$ cat src/rtl/scanline_sequencer_if.sv
`default_nettype none
// +--------------------------------------------------------------------------+
// | Module  : scanline_sequencer_if                                          |
// | Brief   : Sequencer <-> delay array / transmit front-end handshake bus   |
// | Revision: 1.0 - initial release                                          |
// +--------------------------------------------------------------------------+
interface scanline_sequencer_if #(
  parameter int DW_INPUT = 8,
  parameter int DW_ANGLE = 8
);
  logic [DW_INPUT-1:0] r_0;
  logic [DW_ANGLE-1:0] angle;
  logic                configure;
  logic                ack;
  logic                final_scanpoint;
  logic                transmit_done;
  logic                arr_done_configuring;
  logic                arr_ready;
  logic                seed_sel;
  logic                tx_start;
  logic                tx_done;

  modport master (
    output r_0, angle, configure, ack, final_scanpoint, transmit_done,
           seed_sel, tx_start,
    input  arr_done_configuring, arr_ready, tx_done
  );

  modport slave (
    input  r_0, angle, configure, ack, final_scanpoint, transmit_done,
           seed_sel, tx_start,
    output arr_done_configuring, arr_ready, tx_done
  );
endinterface
`default_nettype wire

$ cat src/rtl/scanline_sequencer.sv
`default_nettype none
// +--------------------------------------------------------------------------+
// | Module  : scanline_sequencer                                             |
// | Brief   : Steps the delay array through scanlines/scanpoints of a frame  |
// | Revision: 1.0 - initial release                                          |
// +--------------------------------------------------------------------------+
module scanline_sequencer #(
  parameter int DW_INPUT  = 8,
  parameter int DW_ANGLE  = 8,
  parameter int DW_PT_CNT = 10,
  parameter int DW_LN_CNT = 8
) (
  input  logic                 clk,
  input  logic                 rst,
  input  logic                 start,
  input  logic                 abort,
  input  logic [DW_INPUT-1:0]  r_0_cfg,
  input  logic [DW_ANGLE-1:0]  angle_start,
  input  logic [DW_ANGLE-1:0]  angle_step,
  input  logic [DW_LN_CNT-1:0] num_lines,
  input  logic [DW_PT_CNT-1:0] num_points,
  scanline_sequencer_if.master arr,
  output logic [DW_LN_CNT-1:0] line_idx,
  output logic [DW_PT_CNT-1:0] point_idx,
  output logic                 busy,
  output logic                 frame_done
);

  typedef enum logic [3:0] {
    S_IDLE     = 4'd0,
    S_CONFIG   = 4'd1,
    S_WAIT_CFG = 4'd2,
    S_KICK     = 4'd3,
    S_WAIT_RDY = 4'd4,
    S_TX       = 4'd5,
    S_WAIT_TX  = 4'd6,
    S_ADV      = 4'd7,
    S_DONE     = 4'd8
  } state_t;

  state_t               state_q, state_d;
  logic [DW_INPUT-1:0]  r_0_q, r_0_d;
  logic [DW_ANGLE-1:0]  angle_q, angle_d;
  logic [DW_ANGLE-1:0]  angle_step_q, angle_step_d;
  logic [DW_LN_CNT-1:0] num_lines_q, num_lines_d;
  logic [DW_PT_CNT-1:0] num_points_q, num_points_d;
  logic [DW_LN_CNT-1:0] line_idx_q, line_idx_d;
  logic [DW_PT_CNT-1:0] point_idx_q, point_idx_d;
  logic                 configure_q, configure_d;
  logic                 ack_q, ack_d;
  logic                 final_q, final_d;
  logic                 transmit_done_q, transmit_done_d;
  logic                 tx_start_q, tx_start_d;
  logic                 seed_sel_q, seed_sel_d;
  logic                 busy_q, busy_d;
  logic                 frame_done_q, frame_done_d;
  logic                 tx_pend_q, tx_pend_d;
  logic                 last_point, last_line;

  assign last_point = (point_idx_q == num_points_q - DW_PT_CNT'(1));
  assign last_line  = (line_idx_q == num_lines_q - DW_LN_CNT'(1));

  always_comb begin
    state_d         = state_q;
    r_0_d           = r_0_q;
    angle_d         = angle_q;
    angle_step_d    = angle_step_q;
    num_lines_d     = num_lines_q;
    num_points_d    = num_points_q;
    line_idx_d      = line_idx_q;
    point_idx_d     = point_idx_q;
    seed_sel_d      = seed_sel_q;
    tx_pend_d       = tx_pend_q;
    configure_d     = 1'b0;
    ack_d           = 1'b0;
    final_d         = 1'b0;
    transmit_done_d = 1'b0;
    tx_start_d      = 1'b0;
    frame_done_d    = 1'b0;

    case (state_q)
      S_IDLE: begin
        if (start) begin
          num_lines_d  = num_lines;
          num_points_d = num_points;
          angle_step_d = angle_step;
          line_idx_d   = '0;
          point_idx_d  = '0;
          seed_sel_d   = 1'b1;
          if (num_lines == '0 || num_points == '0) begin
            state_d      = S_DONE;
            frame_done_d = 1'b1;
          end else begin
            r_0_d       = r_0_cfg;
            angle_d     = angle_start;
            configure_d = 1'b1;
            state_d     = S_CONFIG;
          end
        end
      end
      // Entered from ADV the final ack is still on the bus, so configure
      // is held back one cycle to keep configure and ack disjoint.
      S_CONFIG: begin
        if (configure_q) begin
          state_d = S_WAIT_CFG;
        end else begin
          configure_d = 1'b1;
        end
      end
      S_WAIT_CFG: begin
        if (arr.arr_done_configuring) begin
          ack_d   = 1'b1;
          state_d = S_KICK;
        end
      end
      S_KICK: begin
        state_d = S_WAIT_RDY;
      end
      S_WAIT_RDY: begin
        tx_pend_d = 1'b0;
        if (arr.arr_ready) begin
          tx_start_d = 1'b1;
          state_d    = S_TX;
        end
      end
      S_TX: begin
        tx_pend_d = arr.tx_done;
        state_d   = S_WAIT_TX;
      end
      S_WAIT_TX: begin
        if (arr.tx_done || tx_pend_q) begin
          tx_pend_d       = 1'b0;
          transmit_done_d = 1'b1;
          state_d         = S_ADV;
        end
      end
      S_ADV: begin
        ack_d = 1'b1;
        if (last_point) begin
          final_d     = 1'b1;
          point_idx_d = '0;
          seed_sel_d  = 1'b1;
          if (last_line) begin
            frame_done_d = 1'b1;
            state_d      = S_DONE;
          end else begin
            line_idx_d = line_idx_q + DW_LN_CNT'(1);
            angle_d    = angle_q + angle_step_q;
            state_d    = S_CONFIG;
          end
        end else begin
          point_idx_d = point_idx_q + DW_PT_CNT'(1);
          seed_sel_d  = 1'b0;
          state_d     = S_WAIT_RDY;
        end
      end
      S_DONE: begin
        state_d = S_IDLE;
      end
      default: begin
        state_d = S_IDLE;
      end
    endcase

    busy_d = (state_d != S_IDLE) && (state_d != S_DONE);
  end

  always_ff @(posedge clk) begin
    if (rst || abort) begin
      state_q         <= S_IDLE;
      r_0_q           <= '0;
      angle_q         <= '0;
      angle_step_q    <= '0;
      num_lines_q     <= '0;
      num_points_q    <= '0;
      line_idx_q      <= '0;
      point_idx_q     <= '0;
      configure_q     <= 1'b0;
      ack_q           <= 1'b0;
      final_q         <= 1'b0;
      transmit_done_q <= 1'b0;
      tx_start_q      <= 1'b0;
      seed_sel_q      <= 1'b1;
      busy_q          <= 1'b0;
      frame_done_q    <= 1'b0;
      tx_pend_q       <= 1'b0;
    end else begin
      state_q         <= state_d;
      r_0_q           <= r_0_d;
      angle_q         <= angle_d;
      angle_step_q    <= angle_step_d;
      num_lines_q     <= num_lines_d;
      num_points_q    <= num_points_d;
      line_idx_q      <= line_idx_d;
      point_idx_q     <= point_idx_d;
      configure_q     <= configure_d;
      ack_q           <= ack_d;
      final_q         <= final_d;
      transmit_done_q <= transmit_done_d;
      tx_start_q      <= tx_start_d;
      seed_sel_q      <= seed_sel_d;
      busy_q          <= busy_d;
      frame_done_q    <= frame_done_d;
      tx_pend_q       <= tx_pend_d;
    end
  end

  assign arr.r_0             = r_0_q;
  assign arr.angle           = angle_q;
  assign arr.configure       = configure_q;
  assign arr.ack             = ack_q;
  assign arr.final_scanpoint = final_q;
  assign arr.transmit_done   = transmit_done_q;
  assign arr.tx_start        = tx_start_q;
  assign arr.seed_sel        = seed_sel_q;
  assign line_idx            = line_idx_q;
  assign point_idx           = point_idx_q;
  assign busy                = busy_q;
  assign frame_done          = frame_done_q;

endmodule
`default_nettype wire

$ cat src/flat_wrapper.sv
// flat-port wrapper written by rule: the top's interface ports become plain ports
module scanline_sequencer_flat 
#(
  parameter int DW_INPUT  = 8,
  parameter int DW_ANGLE  = 8,
  parameter int DW_PT_CNT = 10,
  parameter int DW_LN_CNT = 8
)
  (clk, rst, start, abort, r_0_cfg, angle_start, angle_step, num_lines, num_points, line_idx, point_idx, busy, frame_done, arr_r_0, arr_angle, arr_configure, arr_ack, arr_final_scanpoint, arr_transmit_done, arr_seed_sel, arr_tx_start, arr_arr_done_configuring, arr_arr_ready, arr_tx_done);
  scanline_sequencer_if #(.DW_INPUT(DW_INPUT), .DW_ANGLE(DW_ANGLE)) arr_i ();
  input  logic clk;
  input  logic rst;
  input  logic start;
  input  logic abort;
  input  logic [DW_INPUT-1:0] r_0_cfg;
  input  logic [DW_ANGLE-1:0] angle_start;
  input  logic [DW_ANGLE-1:0] angle_step;
  input  logic [DW_LN_CNT-1:0] num_lines;
  input  logic [DW_PT_CNT-1:0] num_points;
  output logic [DW_LN_CNT-1:0] line_idx;
  output logic [DW_PT_CNT-1:0] point_idx;
  output logic busy;
  output logic frame_done;
  output wire logic [$bits(arr_i.r_0)-1:0] arr_r_0;
  output wire logic [$bits(arr_i.angle)-1:0] arr_angle;
  output wire logic [$bits(arr_i.configure)-1:0] arr_configure;
  output wire logic [$bits(arr_i.ack)-1:0] arr_ack;
  output wire logic [$bits(arr_i.final_scanpoint)-1:0] arr_final_scanpoint;
  output wire logic [$bits(arr_i.transmit_done)-1:0] arr_transmit_done;
  output wire logic [$bits(arr_i.seed_sel)-1:0] arr_seed_sel;
  output wire logic [$bits(arr_i.tx_start)-1:0] arr_tx_start;
  input wire logic [$bits(arr_i.arr_done_configuring)-1:0] arr_arr_done_configuring;
  input wire logic [$bits(arr_i.arr_ready)-1:0] arr_arr_ready;
  input wire logic [$bits(arr_i.tx_done)-1:0] arr_tx_done;
  assign arr_r_0 = arr_i.r_0;
  assign arr_angle = arr_i.angle;
  assign arr_configure = arr_i.configure;
  assign arr_ack = arr_i.ack;
  assign arr_final_scanpoint = arr_i.final_scanpoint;
  assign arr_transmit_done = arr_i.transmit_done;
  assign arr_seed_sel = arr_i.seed_sel;
  assign arr_tx_start = arr_i.tx_start;
  assign arr_i.arr_done_configuring = arr_arr_done_configuring;
  assign arr_i.arr_ready = arr_arr_ready;
  assign arr_i.tx_done = arr_tx_done;
  scanline_sequencer #(.DW_INPUT(DW_INPUT), .DW_ANGLE(DW_ANGLE), .DW_PT_CNT(DW_PT_CNT), .DW_LN_CNT(DW_LN_CNT)) u_core (.clk(clk), .rst(rst), .start(start), .abort(abort), .r_0_cfg(r_0_cfg), .angle_start(angle_start), .angle_step(angle_step), .num_lines(num_lines), .num_points(num_points), .arr(arr_i), .line_idx(line_idx), .point_idx(point_idx), .busy(busy), .frame_done(frame_done));
endmodule
$ cat config.mk
export PLATFORM = sky130hd
export DESIGN_NAME = scanline_sequencer_flat
export DESIGN_NICKNAME = d
export VERILOG_FILES = /design/src/rtl/scanline_sequencer_if.sv /design/src/rtl/scanline_sequencer.sv /design/src/flat_wrapper.sv
export SDC_FILE = /design/constraint.sdc
export NUM_CORES = 1
export LEC_CHECK = 0
export CAP_MARGIN = 10
export CORE_MARGIN = 3
export CORE_UTILIZATION = 54
export CTS_CLUSTER_SIZE = 20
export DETAILED_ROUTE_END_ITERATION = 6
export PLACE_DENSITY = 0.86
export REMOVE_ABC_BUFFERS = 1
export SLEW_MARGIN = 20
export SYNTH_ARGS = -nofsm -noshare
export SYNTH_HDL_FRONTEND = slang
export SYNTH_SLANG_ARGS = --single-unit
$ cat constraint.sdc
create_clock -name clk -period 7.9 [get_ports clk]
set_input_delay 1.58 -clock clk [delete_from_list [all_inputs] [get_ports clk]]
set_output_delay 1.58 -clock clk [all_outputs]
set_load 0.01 [all_outputs]
==> impl_metrics.toml <==
[run_status]
status = "finished, final reports clean"

[global_routing]
grt-ovfl-total = 0
grtUsageMet2_pct = 44.2
grt_pass1_vias = 3778
met1_usage_pct = 30.6
met3_usage_pct = 5.08
antenna_found_initial = 0
grt_start_max_net_pins = 59
grt-busiest-layer = "met2"
grt_pass1_wl_mm = 17.1
grt_use_total_pct = 25.1

[floorplan]
ios = 91
rows = 30
fp.dieW_um = 90.3
start_util_pct = 56.1
dieArea_mm2 = 0.00815
dieHeight_um = 90.3
core_area_mm2 = 0.00683

[yosys]
post_synth.cell_area_avg_um2 = 7.90
yosys.area.top_type = "dfxtp_1"
ys_ff_latch = 73
synth_xor_area_share_pct = 5.94
synthAdderAreaFrac_pct = 4.11
synth_top_cells_by_count = "nand2_1 (97), dfxtp_1 (73), a21oi_1 (55)"
synthArstFlopShare_pct = 0
yosys_warnings = 0
synth.most_common_cell = "nand2_1"
netlist_instances = 485
ys_seq_area_share_pct = 38.1
synth_cell_type_count = 63
synthFlopType = "dfxtp_1"
netlist_area_mm2 = 0.00383
synth_area_leaders = "dfxtp_1 (38%), nand2_1 (9.5%), a21oi_1 (7.2%), ha_1 (3.6%), xnor2_1 (3.2%)"
synth_top_cell_area_share_pct = 38.1
synth-simple-area-share_pct = 26.7
synth_top_family_by_area = "simple AND/OR/NAND/NOR gates"
muxShareOfSynthArea_pct = 1.31
synth_compound_gate_area_share_pct = 20.0
synth-edff-count = 0

[min_path]
min_path_type = "flop to flop"
min_path_cells = 2
hp-start = "u_core.arr.r_0[7]"
hold_end = "u_core.arr.r_0[7]"

[placement]
dpl.hpwl_mm = 7.36
io_buffers = 90
dp.cells = 646
pre_cts_slack_ns = 3.61
place_congestion = 0.839

[clock_network]
clock_latency_ns = 0.35
htreeDepth = 3
cts_root_buffer = "clkbuf_8"
clk_pin_slew_ns = 0.08
cts-resized-gates = 0
cts_buffers = 9
post_cts_buffers = 0
cts_buffer_depth = 2
cts_tree = "done"
cts_hold_buf = 0
clkSinkCount = 73

[critical_path]
r2r-end = "u_core.arr.angle[1]"
startpoint_type = "input port"
crit_path_end_kind = "flop"
r2r_cells = 7
r2r_start = "u_core.num_points_q[2]"
worstPathMaxFanout = 16
worstPathArrival_ns = 4.31
worstSetupPathType = "input port to flop"
cp.required_ns = 8.10
r2r_setup_slack_ns = 4.47

[cells_and_area]
nets = 622
final_core_util_pct = 73.2
drive_gt1_share_pct = 5.30
instances_no_fill = 662
regArea_mm2 = 0.00146
multiInputGateArea_mm2 = 0.00223
areaGrowthSynthToFinish_pct = 30.4
diodes = 0
fillers = 515

[routing]
wirelength_mm = 10.6
drtIter0Drc = 239
vias_per_cell = 5.89
drc = 0
vias = 3901
detail_route.wl_per_cell_um = 16.0
drt_pass1_iterations = 5
ant_nets = 0

[sta]
min_period_ns = 4.11
fmax_ghz = 0.243
fin_skew_ns = 0.00729
setup_viol = 0
worst_pin_slew_ns = 1.02
rsz0062_at_grt = "false"
drv_slew = 0
setup_tns_ns = 0
final-hold-violation-count = 0
timing.slew.headroom_pct = 32.0
fin_crit_sh_pct = 52.0
worst_slack_ns = 3.79

[power_and_ir_drop]
power_leakage_uw = 0.00179
total_power_uw = 828
irDropWorstVdd_v = 0.000103
powerDensity_mw_per_mm2 = 166

[flow_run]
max-cap-violations = 0
[area by class of cell]
| class | count | area share [%] |
|---|---|---|
| clock buffers | 11 | 3.03 |
| flip-flops and latches | 73 | 29.2 |
| multi-input cells | 374 | 44.7 |
| repair buffers | 91 | 18.2 |
| clock inverters | 5 | 1.55 |
| well taps | 96 | 2.40 |
| inverters | 12 | 0.901 |
[metrics by stage]
stage	area [µm²]	hold WS, ns
after floorplan	3730	0.440
after global routing	5000	0.485
after global placement	4770	0.448
after CTS	4990	0.465
after detailed placement	4770	0.451
final	5000	0.465
[flip-flops by register name, summed over array words and instances (netlist names), 4 cells and up]
signal / count
u_core.point_idx: 10
u_core.arr.r_0: 8
u_core.num_points_q: 10
u_core.state_q: 4
u_core.arr.angle: 8
u_core.angle_step_q: 8
u_core.line_idx: 8
u_core.num_lines_q: 8
[cells in the final DEF (no fill, tap or decap), types with 3 or more instances in the layout]
master	instances
clkbuf_8	11
ha_1	11
inv_1	12
nand3_1	22
or3_1	5
or4_1	6
nand2b_1	4
mux2i_1	5
o21ai_0	13
nand4_1	3
nand2_1	97
xor2_1	12
dfxtp_1	73
nor3_1	16
and2_1	3
a211oi_1	10
a21oi_1	55
or2_2	3
xnor2_1	14
nor2b_1	7
o41ai_1	4
nor4_1	3
and3_1	4
nor2_1	30
clkdlybuf4s50_1	90
o211ai_1	3
[power breakdown]
group	internal [µW]	switching [µW]
Combinational	54.0	53.1
Clock	194	142
Sequential	376	8.96
Total	624	204
[cell families (layout without fill, tap and decap cells)]
group,after synthesis,count (layout)
and+or+nand+nor,214,214
xor gates and xnor gates,26,26
muxes,5,5
AOI/OAI and AO/OA,117,117
buffers and inverters,38,119
adders and majority gates,12,12
DFF,73,73
[worst max-delay path, cell delays in order]
cell	delay [ns]
clkdlybuf4s50_1	0.42
or4_1	0.52
o41ai_1	0.85
nor2_1	0.48
nor3_1	0.35
a211oi_1	0.10
[metal layers]
metal / routed length (µm) / vias up
met5: 0 / -
met4: 159 / 0
met3: 696 / 22
met2: 5220 / 150
met1: 4510 / 1857
li1: - / 1872
[worst max-delay path by stage]
stage / to / slack (ns) / startpoint
2_1_floorplan: u_core.line_idx[4] / 4.16 / start
3_3_place_gp: u_core.arr.angle[7] / 3.67 / num_points[5]
3_5_place_dp: u_core.arr.angle[2] / 3.61 / num_points[5]
4_1_cts: u_core.arr.angle[1] / 3.91 / num_points[5]
5_1_grt: u_core.arr.angle[2] / 3.73 / num_points[5]
6_report: u_core.arr.angle[1] / 3.79 / num_points[5]
(Power assumes the default switching activity.)
